`config.mk`:
```
export PLATFORM = sky130hd
export DESIGN_NAME = stim_scheduler
export DESIGN_NICKNAME = d
export VERILOG_FILES = /design/src/rtl/stim_scheduler.sv
export SDC_FILE = /design/constraint.sdc
export NUM_CORES = 1
export LEC_CHECK = 0
export CORE_UTILIZATION = 31
export CTS_BUF_LIST = sky130_fd_sc_hd__clkbuf_16
export DETAILED_ROUTE_END_ITERATION = 10
export GPL_ROUTABILITY_DRIVEN = 0
export PLACE_DENSITY = 0.64
export SLEW_MARGIN = 20
export SYNTH_ARGS = -nofsm -noshare
export SYNTH_HDL_FRONTEND = slang
export SYNTH_SLANG_ARGS = --single-unit
```
`constraint.sdc`:
```
create_clock -name clk -period 14.7 [get_ports clk]
set_input_delay 2.94 -clock clk [delete_from_list [all_inputs] [get_ports clk]]
set_output_delay 2.94 -clock clk [all_outputs]
set_load 0.01 [all_outputs]
```
`src/rtl/stim_scheduler.sv`:
```
// stim_scheduler: gathers one ll/ne/ps feature per window and runs a threshold majority
// vote on each complete window. A run of DETECT_COUNT positive windows fires a
// STIM_LEN-cycle pulse, followed by a REFRACT_LEN-cycle hold-off.
// Build option: define STIM_SCHED_WDOG_EN to add the partial-window watchdog
// (err_timeout). Without it, partial windows wait indefinitely and err_timeout is 0.
module stim_scheduler #(
  parameter int unsigned            LL_W         = 25,
  parameter int unsigned            FT_W         = 40,
  parameter logic signed [LL_W-1:0] LL_TH        = '0,
  parameter logic signed [FT_W-1:0] NE_TH        = '0,
  parameter logic signed [FT_W-1:0] PS_TH        = '0,
  parameter int unsigned            VOTE_MIN     = 2,
  parameter int unsigned            DETECT_COUNT = 3,
  parameter int unsigned            STIM_LEN     = 1000,
  parameter int unsigned            REFRACT_LEN  = 5000,
  parameter int unsigned            CNT_W        = 16,
  parameter int unsigned            WDOG_CYCLES  = 4096
) (
  input  logic            clk,
  input  logic            rst,
  input  logic            en,
  input  logic [LL_W-1:0] din_ll,
  input  logic [FT_W-1:0] din_ne,
  input  logic [FT_W-1:0] din_ps,
  input  logic            data_ready_ll,
  input  logic            data_ready_ne,
  input  logic            data_ready_ps,
  output logic            stimulation,
  output logic            window_done,
  output logic            detect,
  output logic [1:0]      vote_count,
  output logic            err_timeout
);

  localparam logic [1:0] VoteMin = 2'(VOTE_MIN);
  localparam logic [7:0] DetMin  = 8'(DETECT_COUNT);
  localparam longint unsigned CntMax = (64'd1 << CNT_W) - 64'd1;

  // Reject parameter sets the timers or vote logic cannot represent.
  if (VOTE_MIN < 1 || VOTE_MIN > 3 || DETECT_COUNT < 1 || DETECT_COUNT > 255 ||
      STIM_LEN < 1 || REFRACT_LEN < 1 || 64'(STIM_LEN) > CntMax ||
      64'(REFRACT_LEN) > CntMax || 64'(WDOG_CYCLES) > CntMax) begin : g_bad_cfg
    $error("stim_scheduler: invalid parameter set");
  end

  typedef enum logic [1:0] {StIdle, StStim, StRefract} state_e;

  state_e                  state_q;
  logic [CNT_W-1:0]        timer_q;
  logic [7:0]              cnt_q;
  logic                    stim_q;

  // Flag/strobe vectors are ordered {ps, ne, ll}.
  logic [2:0]              flg_q, flg_d, rdy;
  logic signed [LL_W-1:0]  val_ll_q, eff_ll;
  logic signed [FT_W-1:0]  val_ne_q, val_ps_q, eff_ne, eff_ps;
  logic                    gt_ll, gt_ne, gt_ps;
  logic [1:0]              votes;
  logic                    complete, positive, timeout;
  logic                    window_done_q, detect_q;
  logic [1:0]              vote_count_q;
  logic [7:0]              cnt_inc;

  // Capture, window completion and vote evaluation.
  always_comb begin
    rdy    = {data_ready_ps, data_ready_ne, data_ready_ll} & {3{~en}};
    // A feature whose flag is already set keeps its stored value; a strobe on it in the
    // completing cycle belongs to the next window.
    eff_ll = flg_q[0] ? val_ll_q : $signed(din_ll);
    eff_ne = flg_q[1] ? val_ne_q : $signed(din_ne);
    eff_ps = flg_q[2] ? val_ps_q : $signed(din_ps);
    gt_ll  = eff_ll > LL_TH;
    gt_ne  = eff_ne > NE_TH;
    gt_ps  = eff_ps > PS_TH;
    votes  = {1'b0, gt_ll} + {1'b0, gt_ne} + {1'b0, gt_ps};
    positive = votes >= VoteMin;
    complete = ~en & (&(flg_q | rdy));
    if (en)            flg_d = '0;
    else if (complete) flg_d = rdy & flg_q;
    else if (timeout)  flg_d = rdy;
    else               flg_d = flg_q | rdy;
    cnt_inc = (cnt_q == 8'hFF) ? cnt_q : cnt_q + 8'd1;
  end

`ifdef STIM_SCHED_WDOG_EN
  logic [CNT_W-1:0] wdog_q, wdog_d;
  logic             err_q;

  assign timeout = ~en & (|flg_q) & ~complete & (wdog_q == CNT_W'(WDOG_CYCLES - 1));

  // Watchdog counts cycles since the first strobe of the open window.
  always_comb begin
    wdog_d = '0;
    if (en)                       wdog_d = '0;
    else if (complete || timeout) wdog_d = (|flg_d) ? CNT_W'(1) : '0;
    else if (|flg_q)              wdog_d = wdog_q + CNT_W'(1);
    else if (|rdy)                wdog_d = CNT_W'(1);
  end

  // Watchdog state and registered timeout pulse.
  always_ff @(posedge clk or posedge rst) begin
    if (rst) begin
      wdog_q <= '0;
      err_q  <= 1'b0;
    end else begin
      wdog_q <= wdog_d;
      err_q  <= timeout;
    end
  end

  assign err_timeout = err_q;
`else
  assign timeout     = 1'b0;
  assign err_timeout = 1'b0;
`endif

  // Feature registers, flags and per-window status outputs.
  always_ff @(posedge clk or posedge rst) begin
    if (rst) begin
      flg_q         <= '0;
      val_ll_q      <= '0;
      val_ne_q      <= '0;
      val_ps_q      <= '0;
      window_done_q <= 1'b0;
      detect_q      <= 1'b0;
      vote_count_q  <= '0;
    end else begin
      flg_q <= flg_d;
      if (rdy[0]) val_ll_q <= $signed(din_ll);
      if (rdy[1]) val_ne_q <= $signed(din_ne);
      if (rdy[2]) val_ps_q <= $signed(din_ps);
      window_done_q <= complete;
      detect_q      <= complete & positive;
      if (complete) vote_count_q <= votes;
    end
  end

  // Trigger FSM: consecutive-positive counter, pulse timer and refractory timer.
  always_ff @(posedge clk or posedge rst) begin
    if (rst) begin
      state_q <= StIdle;
      timer_q <= '0;
      cnt_q   <= '0;
      stim_q  <= 1'b0;
    end else if (en) begin
      state_q <= StIdle;
      timer_q <= '0;
      cnt_q   <= '0;
      stim_q  <= 1'b0;
    end else begin
      unique case (state_q)
        StIdle: begin
          if (complete) begin
            if (!positive) begin
              cnt_q <= '0;
            end else if (cnt_inc >= DetMin) begin
              state_q <= StStim;
              cnt_q   <= '0;
              stim_q  <= 1'b1;
              timer_q <= CNT_W'(STIM_LEN - 1);
            end else begin
              cnt_q <= cnt_inc;
            end
          end else if (timeout) begin
            cnt_q <= '0;
          end
        end
        StStim: begin
          cnt_q <= '0;
          if (timer_q == '0) begin
            state_q <= StRefract;
            stim_q  <= 1'b0;
            timer_q <= CNT_W'(REFRACT_LEN - 1);
          end else begin
            timer_q <= timer_q - CNT_W'(1);
          end
        end
        StRefract: begin
          cnt_q <= '0;
          if (timer_q == '0) state_q <= StIdle;
          else               timer_q <= timer_q - CNT_W'(1);
        end
        default: begin
          state_q <= StIdle;
          stim_q  <= 1'b0;
          timer_q <= '0;
          cnt_q   <= '0;
        end
      endcase
    end
  end

  assign stimulation = stim_q;
  assign window_done = window_done_q;
  assign detect      = detect_q;
  assign vote_count  = vote_count_q;

endmodule

```
Yosys cells after proc, flatten, opt, wreduce, memory -nomap -nowiden
Index checks and enable logic that the tools add are counted.

word-level totals
  output and inout bits = 6
  bits in registers = 139

operators by class
  bitwise operators = 6
  reductions and logical operators = 6
  $lt $le $gt $ge = 5
  mux-type cells = 31
  add/sub/neg operators = 4
  equality and inequality tests = 10

operators by type and width
  cell                                                                                  number
  16-bit 2-to-1 mux                                                                     6
  40-bit by 1-bit greater-than comparator with 1-bit output (second input constant)     2
  40-bit 2-to-1 mux                                                                     2
  8-bit 2-to-1 mux                                                                      6
  16-bit case mux with 3 select lines                                                   1
  25-bit by 1-bit greater-than comparator with 1-bit output (second input constant)     1
  25-bit 2-to-1 mux                                                                     1
  3-bit inequality test (second input constant)                                         6
  16-bit zero test                                                                      1
  16-bit by 1-bit subtractor with 16-bit output (second input constant)                 1
  2-bit 2-to-1 mux                                                                      6
  5-bit AND reduction                                                                   2
  8-bit by 1-bit adder with 8-bit output (second input constant)                        1
  8-bit equality test (second input constant)                                           1
  8-bit by 2-bit greater-or-equal comparator with 1-bit output (second input constant)  1
  3-bit bitwise AND                                                                     2
  3-bit 2-to-1 mux                                                                      2
  2-bit case mux with 3 select lines                                                    1
  1-bit 2-to-1 mux                                                                      5
  4-bit AND reduction                                                                   1
  3-bit OR                                                                              1
  1-bit case mux with 3 select lines                                                    1
  3-bit AND reduction                                                                   1
  1-bit by 1-bit adder with 2-bit output                                                1
  8 further kinds                                                                       9

Depth between registers and ports, before layout
Gate-level depths: netlist (run 1).

  depth in word-level cells = 9
  mapped depth = 11
  gate-level depth less buffers = 10

Worst setup path before layout (run 1)
Ideal clock, no wire load.

  kind = input-to-reg
  start point = input port din_ne[13]
  end point = register timer_q[1]
  required time = 14.572 ns
  arrival = 4.653 ns
  setup time = 0.128 ns
  buffers on the path = 0
  cell stages on the path = 8
  slack = 9.919 ns
  path through = nor4_1 -> nand4_1 -> a211oi_1 -> a221oi_1 -> fa_1 -> o2111ai_2 -> nand2_1 -> mux2_1

between the ends
  cells in the longest elaborated chain, start to end = 7

ends and longest elaborated chain
  what                                                       RTL line  text
  start: declaration                                         23        input logic [FT_W-1:0] din_ne,
  40-bit 2-to-1 mux                                          70        eff_ne = flg_q[1] ? val_ne_q : $signed(din_ne);
  40-bit by 1-bit greater-than comparator with 1-bit output  73        gt_ne = eff_ne > NE_TH;
  1-bit by 1-bit adder with 2-bit output                     75        votes = {1'b0, gt_ll} + {1'b0, gt_ne} + {1'b0, gt_ps};
  2-bit by 1-bit adder with 2-bit output                     75
  net votes[1]                                               58        logic [1:0] votes;
  2-bit greater-or-equal comparator                          76        positive = votes >= VoteMin;
  3-bit inequality test (no line)                            -
  4-bit AND reduction (no line)                              -
  end signal: assignment                                     160       timer_q <= CNT_W'(STIM_LEN - 1);
  end signal: assignment                                     173       timer_q <= CNT_W'(REFRACT_LEN - 1);
  end signal: assignment                                     175       timer_q <= timer_q - CNT_W'(1);
  end: declaration                                           49        logic [CNT_W-1:0] timer_q;

The timed path passes the listed nets, and every way through them passes these cells.
A chain may end at the register's enable or synchronous reset.

Worst setup path after layout (run 1)
  start point = input port en
  end point = register timer_q[1]

between the ends
  cells in the longest elaborated chain, start to end = 7

ends and longest elaborated chain
  what                             RTL line  text
  start: declaration               21        input logic en,
  1-bit inverter                   66, 77
  3-bit bitwise AND                66        rdy = {data_ready_ps, data_ready_ne, data_ready_ll} & {3{~en}};
  3-bit OR                         77        complete = ~en & (&(flg_q | rdy));
  3-bit AND reduction              77
  1-bit bitwise AND                77
  3-bit inequality test (no line)  -
  4-bit AND reduction (no line)    -

Several ways; a longest one is shown, not always the timed one.

==> impl_metrics.ini, run 1 <==
[clocking]
clk_latency_ns = 0.42
cts_tree = built
numCtsBuffers = 17
cts.clk_slew.worst_paths_ns = 0.06
cts_setup_buffers = 0
cts.htree.levels = 4
cts_buffer_depth = 2
cts_resized = 0
cts_hold_buffers = 0
root_buffer = clkbuf_16
cts.sink_count = 139

[timing]
tightest_slew_ns = 1.04
fmax_mhz = 163
finalSetupTns_ns = 0
slew_headroom_pct = 30.3
skew_ns = 0.0122
layout_setup_ws_ns = 8.58
setup_viol = 0
slew_viol_final = 0
fin_crit_sh_pct = 41.7
finalHoldViolCount = 0
min_period_ns = 6.12
grt_setup_unrepaired = no

[place]
hpwl_um = 11300
io_buffers = 115
dp_cells = 891
preCtsSetupSlack_ns = 8.15

[outcome]
status = complete, no violations

[critical_path]
reg2reg_depth = 9
critical_path.max_fanout = 42
reg2reg_from = val_ne_q[13]
critPathKind = in2reg
endpoint = timer_q[1]
ff2ff_setup_slack_ns = 11.48
cp.arrival_ns = 6.43
reg2reg_to = timer_q[1]
cp-end-kind = flop
cp-start-kind = primary input
setup.worst_path.start = en
cp.required_ns = 15.00

[synth]
netlist.top_cell.by_area = dfrtp_1
synth_top_area_share_pct = 54.0
synth_ff_type = dfrtp_1
synth-seq-cells = 139
synth_area_um2 = 6440
synth_edf_count = 0
yosysUniqueCellTypes = 65
yosys_warnings = 0
async_flop_share_pct = 100
syn_nets = 642
synth_area_per_cell_um2 = 12.2
synth_seq_area_share_pct = 54.0
synth.area.top_cells = dfrtp_1 (54%), mux2_2 (19%), nor4_1 (4.7%)
syn_inst = 527

[final_layout]
fillCellCount = 1920
fin_util_pct = 41.7
final_layout_size_suffix_gt1_share_pct = 23.5
area_growth_syn_to_layout_pct = 31.5
final_cells = 923
fin_nets = 755

[global_route]
antenna_found_initial = 1
track_usage_pct = 15.0
grt_pass1_vias = 5108
gr-total-overflow = 0
grt_max_degree = 79
grt_pass1_wl_um = 25500

[detailed_routing]
dr.pass1.iters = 4
routed_via_density = 5.12
final_antenna_net_count = 0
drc = 0
met1Wirelength_um = 6680
wl_um = 15200
dr_total_vias = 4729
drt_iter0_drc = 251
post_drt_wl_per_cell_um = 16.5
met3_length_um = 739
top_layer = met4
met2WireLength_um = 7540

[floorplan]
ios = 117
initial_core_util_pct = 31.7
num_rows = 52
coreArea_um2 = 20300
fp.dieH_um = 146
die_w_um = 146
die_area_um2 = 21400

[worst_hold_path]
min_path_type = reg2reg
hold_start = val_ps_q[22]

[power]
power_density_nw_per_um2 = 127
p_total_mw = 1.07
max-vdd-ir-drop_v = 0.0000734
p_leak_nw = 3.35

[job]
max_cap_viol_count = 0
how the worst min path moves through the flow:
stage	slack (ns)	cells after the start	to
CTS	0.50	1	val_ps_q[22]
global route	0.52	1	val_ll_q[12]
finish	0.50	1	val_ps_q[22]
global placement	0.48	1	val_ps_q[35]
detailed placement	0.49	1	val_ps_q[22]
floorplan	0.47	1	val_ne_q[4]
metal layers:
metal	track usage (%)	vias to the layer above
li1	-	2215
met5	0	-
met3	4.03	22
met4	6.15	0
met2	24.8	107
met1	18.6	2385
cells in the mapped netlist (4+ instances only):
cell type	n
nand2_1	26
o21ai_0	8
inv_1	10
a31oi_1	8
nor4_1	48
dfrtp_1	139
a21oi_1	15
and2_1	9
nor2b_1	6
or4_1	4
buf_1	7
nand3_1	14
nand4_1	6
nor2_1	21
or3_1	5
mux2_2	107
nor3_1	14
clkbuf_1	11
flip-flops by register name, summed over array words and instances (netlist names):
signal,count
val_ne_q,40
val_ps_q,40
val_ll_q,25
timer_q,16
cnt_q,8
flg_q,3
state_q,2
vote_count,2
detect,1
stimulation,1
window_done,1
final cells by class:
class                   count  area (um2)  share of cell area, %
diodes                      1        2.50                 0.0295
clock buffers              17         425                   5.02
clock inverters            14         203                   2.39
inverters                  10        42.5                  0.502
multi-input cells         355        2820                   33.2
flip-flops and latches    139        3480                   41.1
well taps                 270         338                   3.99
repair buffers            117        1170                   13.8
power by group:
part / switching (mW) / internal [mW] / total [mW]
clock network: 0.159 / 0.298 / 0.457
registers: 0.0324 / 0.434 / 0.466
logic: 0.0637 / 0.0880 / 0.152
total: 0.255 / 0.819 / 1.07
worst max-delay path, stage by stage:
cell and delay (ns):
clkdlybuf4s50_1 0.76, nand2b_2 0.86, a222oi_1 0.69, o2111ai_2 0.52
nand2_1 0.32, mux2_1 0.34
metrics by stage:
step / hold WS, ns / instance area (um2)
floorplan: 0.470 / 6440
global placement: 0.481 / 7840
detailed placement: 0.488 / 7840
CTS: 0.501 / 8470
global route: 0.519 / 8470
finish: 0.499 / 8470
cells by family after synthesis:
group           after synthesis  synth area share (%)
buf+inv                      33                  2.33
flops                       139                  54.0
fa+ha+maj                     6                  1.20
mux                         109                  19.0
xor+xnor                      3                 0.408
compound gates               68                  7.79
simple gates                168                  15.2
other cells                   1                0.0582
cells in the final DEF (no fill, tap or decap), drive strengths merged, types with 14 or more instances in the layout:
cell	synthesis	final
mux2	108	108
nand2	26	26
nand3	14	14
dfrtp	139	139
clkbuf	11	17
nor4	49	49
nor2	21	21
nor3	14	14
clkdlybuf4s50	0	115
a21oi	17	17
Power figures use the tool's default switching activity.
==> run 2, diff against run 1 <==
--- a/config.mk
+++ b/config.mk
@@ -9,7 +9,7 @@
 export CTS_BUF_LIST = sky130_fd_sc_hd__clkbuf_16
 export DETAILED_ROUTE_END_ITERATION = 10
 export GPL_ROUTABILITY_DRIVEN = 0
-export PLACE_DENSITY = 0.64
+export PLACE_DENSITY = 0.66
 export SLEW_MARGIN = 20
 export SYNTH_ARGS = -nofsm -noshare
 export SYNTH_HDL_FRONTEND = slang
==> constraint.sdc (replaced) <==
create_clock -name clk -period 5.49 [get_ports clk]
set_input_delay 1.098 -clock clk [delete_from_list [all_inputs] [get_ports clk]]
set_output_delay 1.098 -clock clk [all_outputs]
set_load 0.01 [all_outputs]
==> run 2 against run 1 <==
Via count is 1.3% lower. Final cell count is 0.54% higher. Critical path depth is 3 higher. Clock-buffer cell count stayed put. Flip-flop and latch count stayed put. First-iteration DRC count is 28% higher. Hold slack better by 0.0013 ns.
==> impl_metrics.ini, run 2 (synthesized netlist as in run 1, its figures left out) <==
[outcome]
status = complete, no violations

[global_route]
antenna_found_initial = 0
gr-total-overflow = 0
grt_pass1_vias = 4757
track_usage_pct = 15.1
grt_max_degree = 57
grt_pass1_wl_um = 25300

[final_layout]
regArea_um2 = 3480
fin_nets = 760
mostFrequentLayoutCells = dfrtp_1 (139), clkdlybuf4s50_1 (115), mux2_2 (107)
area_growth_syn_to_layout_pct = 31.8
n_antenna_cell = 0
fillCellCount = 1982
largestRegisters = val_ne_q (40), val_ps_q (40), val_ll_q (25)
final_layout_size_suffix_gt1_share_pct = 24.3
final_common_cell = dfrtp_1
multi_input_area_um2 = 2820

[clocking]
cts.htree.levels = 4
cts.sink_count = 139
cts_tree = built
cts_resized = 0
cts_hold_buffers = 0
cts_setup_buffers = 0
clk_latency_ns = 0.41
cts_buffer_depth = 2
root_buffer = clkbuf_16
numCtsBuffers = 17
cts.clk_slew.worst_paths_ns = 0.06

[timing]
fin_crit_sh_pct = 68.0
slew_viol_final = 0
finalHoldViolCount = 0
holdWs_ns = 0.501
grt_setup_unrepaired = no
skew_ns = 0.0107
finalSetupTns_ns = 0
tightest_slew_ns = 0.875
setup_viol = 0
fmax_mhz = 268
min_period_ns = 3.73
slew_headroom_pct = 41.1

[worst_hold_path]
min_path_type = reg2reg
min_path_cells = 1
holdPathEnd = val_ne_q[4]
hold_start = val_ne_q[4]

[floorplan]
num_rows = 52
ios = 117
coreArea_um2 = 20300
die_w_um = 146
fp.dieH_um = 146
initial_core_util_pct = 31.7
die_area_um2 = 21400

[critical_path]
critical_path.max_fanout = 13
reg2reg_depth = 9
cp.arrival_ns = 4.03
reg2reg_to = timer_q[1]
cp-end-kind = flop
cp-start-kind = primary input
path_cells = clkdlybuf4s50_1 -> nor4_1 -> nand4_1 -> a21oi_1 -> a221oi_1 -> fa_1 -> o2111ai_2 -> nand2_1 -> mux2_1
setup.worst_path.start = din_ps[4]
ff2ff_setup_slack_ns = 2.22
cp.required_ns = 5.79
slowest_delay_ns = 0.50
critPathSlowestCell = fa_1
reg2reg_from = val_ne_q[13]
critPathKind = in2reg

[power]
power_density_nw_per_um2 = 336
p_leak_nw = 3.37
combPwrFrac_pct = 14.3
power.share.switching_pct = 25.5
p_seq_share_pct = 43.8
p_int_mw = 2.12
switchingPower_uw = 726
pwr-share-clk_pct = 42.0
max-vdd-ir-drop_v = 0.000204

[detailed_routing]
dr_total_vias = 4669
post_drt_wl_per_cell_um = 16.4
drc = 0
final_antenna_net_count = 0
dr.pass1.iters = 5
wl_um = 15200
routed_via_density = 5.03
drt_iter0_drc = 321

[job]
max_cap_viol_count = 0

[place]
hpwl_um = 11200
io_buffers = 115
[run 2: cell count changes in the layout (fill, tap and decap cells not counted), sizes merged]
cell      previous run  this run
diode                1         0
clkinvlp             2         0
bufinv               5         3
inv                 12        17
buf                  2         7
[run 2: worst max-delay path: cells and delay by family]
kind	cells	cell delay (ns)
fa+ha+maj	1	0.50
simple gates	3	0.94
compound gates	3	0.66
buf+inv	1	0.42
mux	1	0.39
[run 2: worst max-delay path by stage]
| stage | depth (start not counted) | end |
|---|---|---|
| after global placement | 9 | timer_q[1] |
| final | 9 | timer_q[1] |
| after floorplan | 1 | cnt_q[0] |
| after global routing | 9 | timer_q[1] |
| after CTS | 9 | timer_q[1] |
| after detailed placement | 9 | timer_q[1] |
[run 2: power groups by stage]
stage	sequential [mW]	combinational, mW	clock [mW]
2_1_floorplan	1.24	0.249	0
3_3_place_gp	1.26	0.404	0
3_5_place_dp	1.27	0.411	0
4_1_cts	1.25	0.413	1.23
5_1_grt	1.27	0.447	1.28
6_report	1.25	0.407	1.20
[run 2: through the flow]
stage               power [mW]  instances  instance area (um2)  utilization, %  worst slack, ns
floorplan                 1.49        527                 6440               -            0.667
CTS                       2.89        928                 8490            41.8             1.73
finish                    2.85        928                 8490            41.8             1.76
global route              2.99        928                 8490            41.8             1.60
detailed placement        1.68        896                 7880            38.8             1.28
global placement          1.67        896                 7880            38.8             1.37
[run 2: cell type report]
type                    count  share of cell area [%]
clock buffers              17                    5.01
flip-flops and latches    139                    41.0
clock inverters            15                    2.21
inverters                  10                   0.501
repair buffers            122                    14.2
well taps                 270                    3.98
multi-input cells         355                    33.2
[run 2: layer usage]
layer | up-vias | track usage, % | wire length (um)
li1 | 2221 | - | -
met1 | 2285 | 20.9 | 7300
met2 | 140 | 22.8 | 6780
met3 | 23 | 3.56 | 845
met4 | 0 | 5.63 | 299
met5 | - | 0 | 0
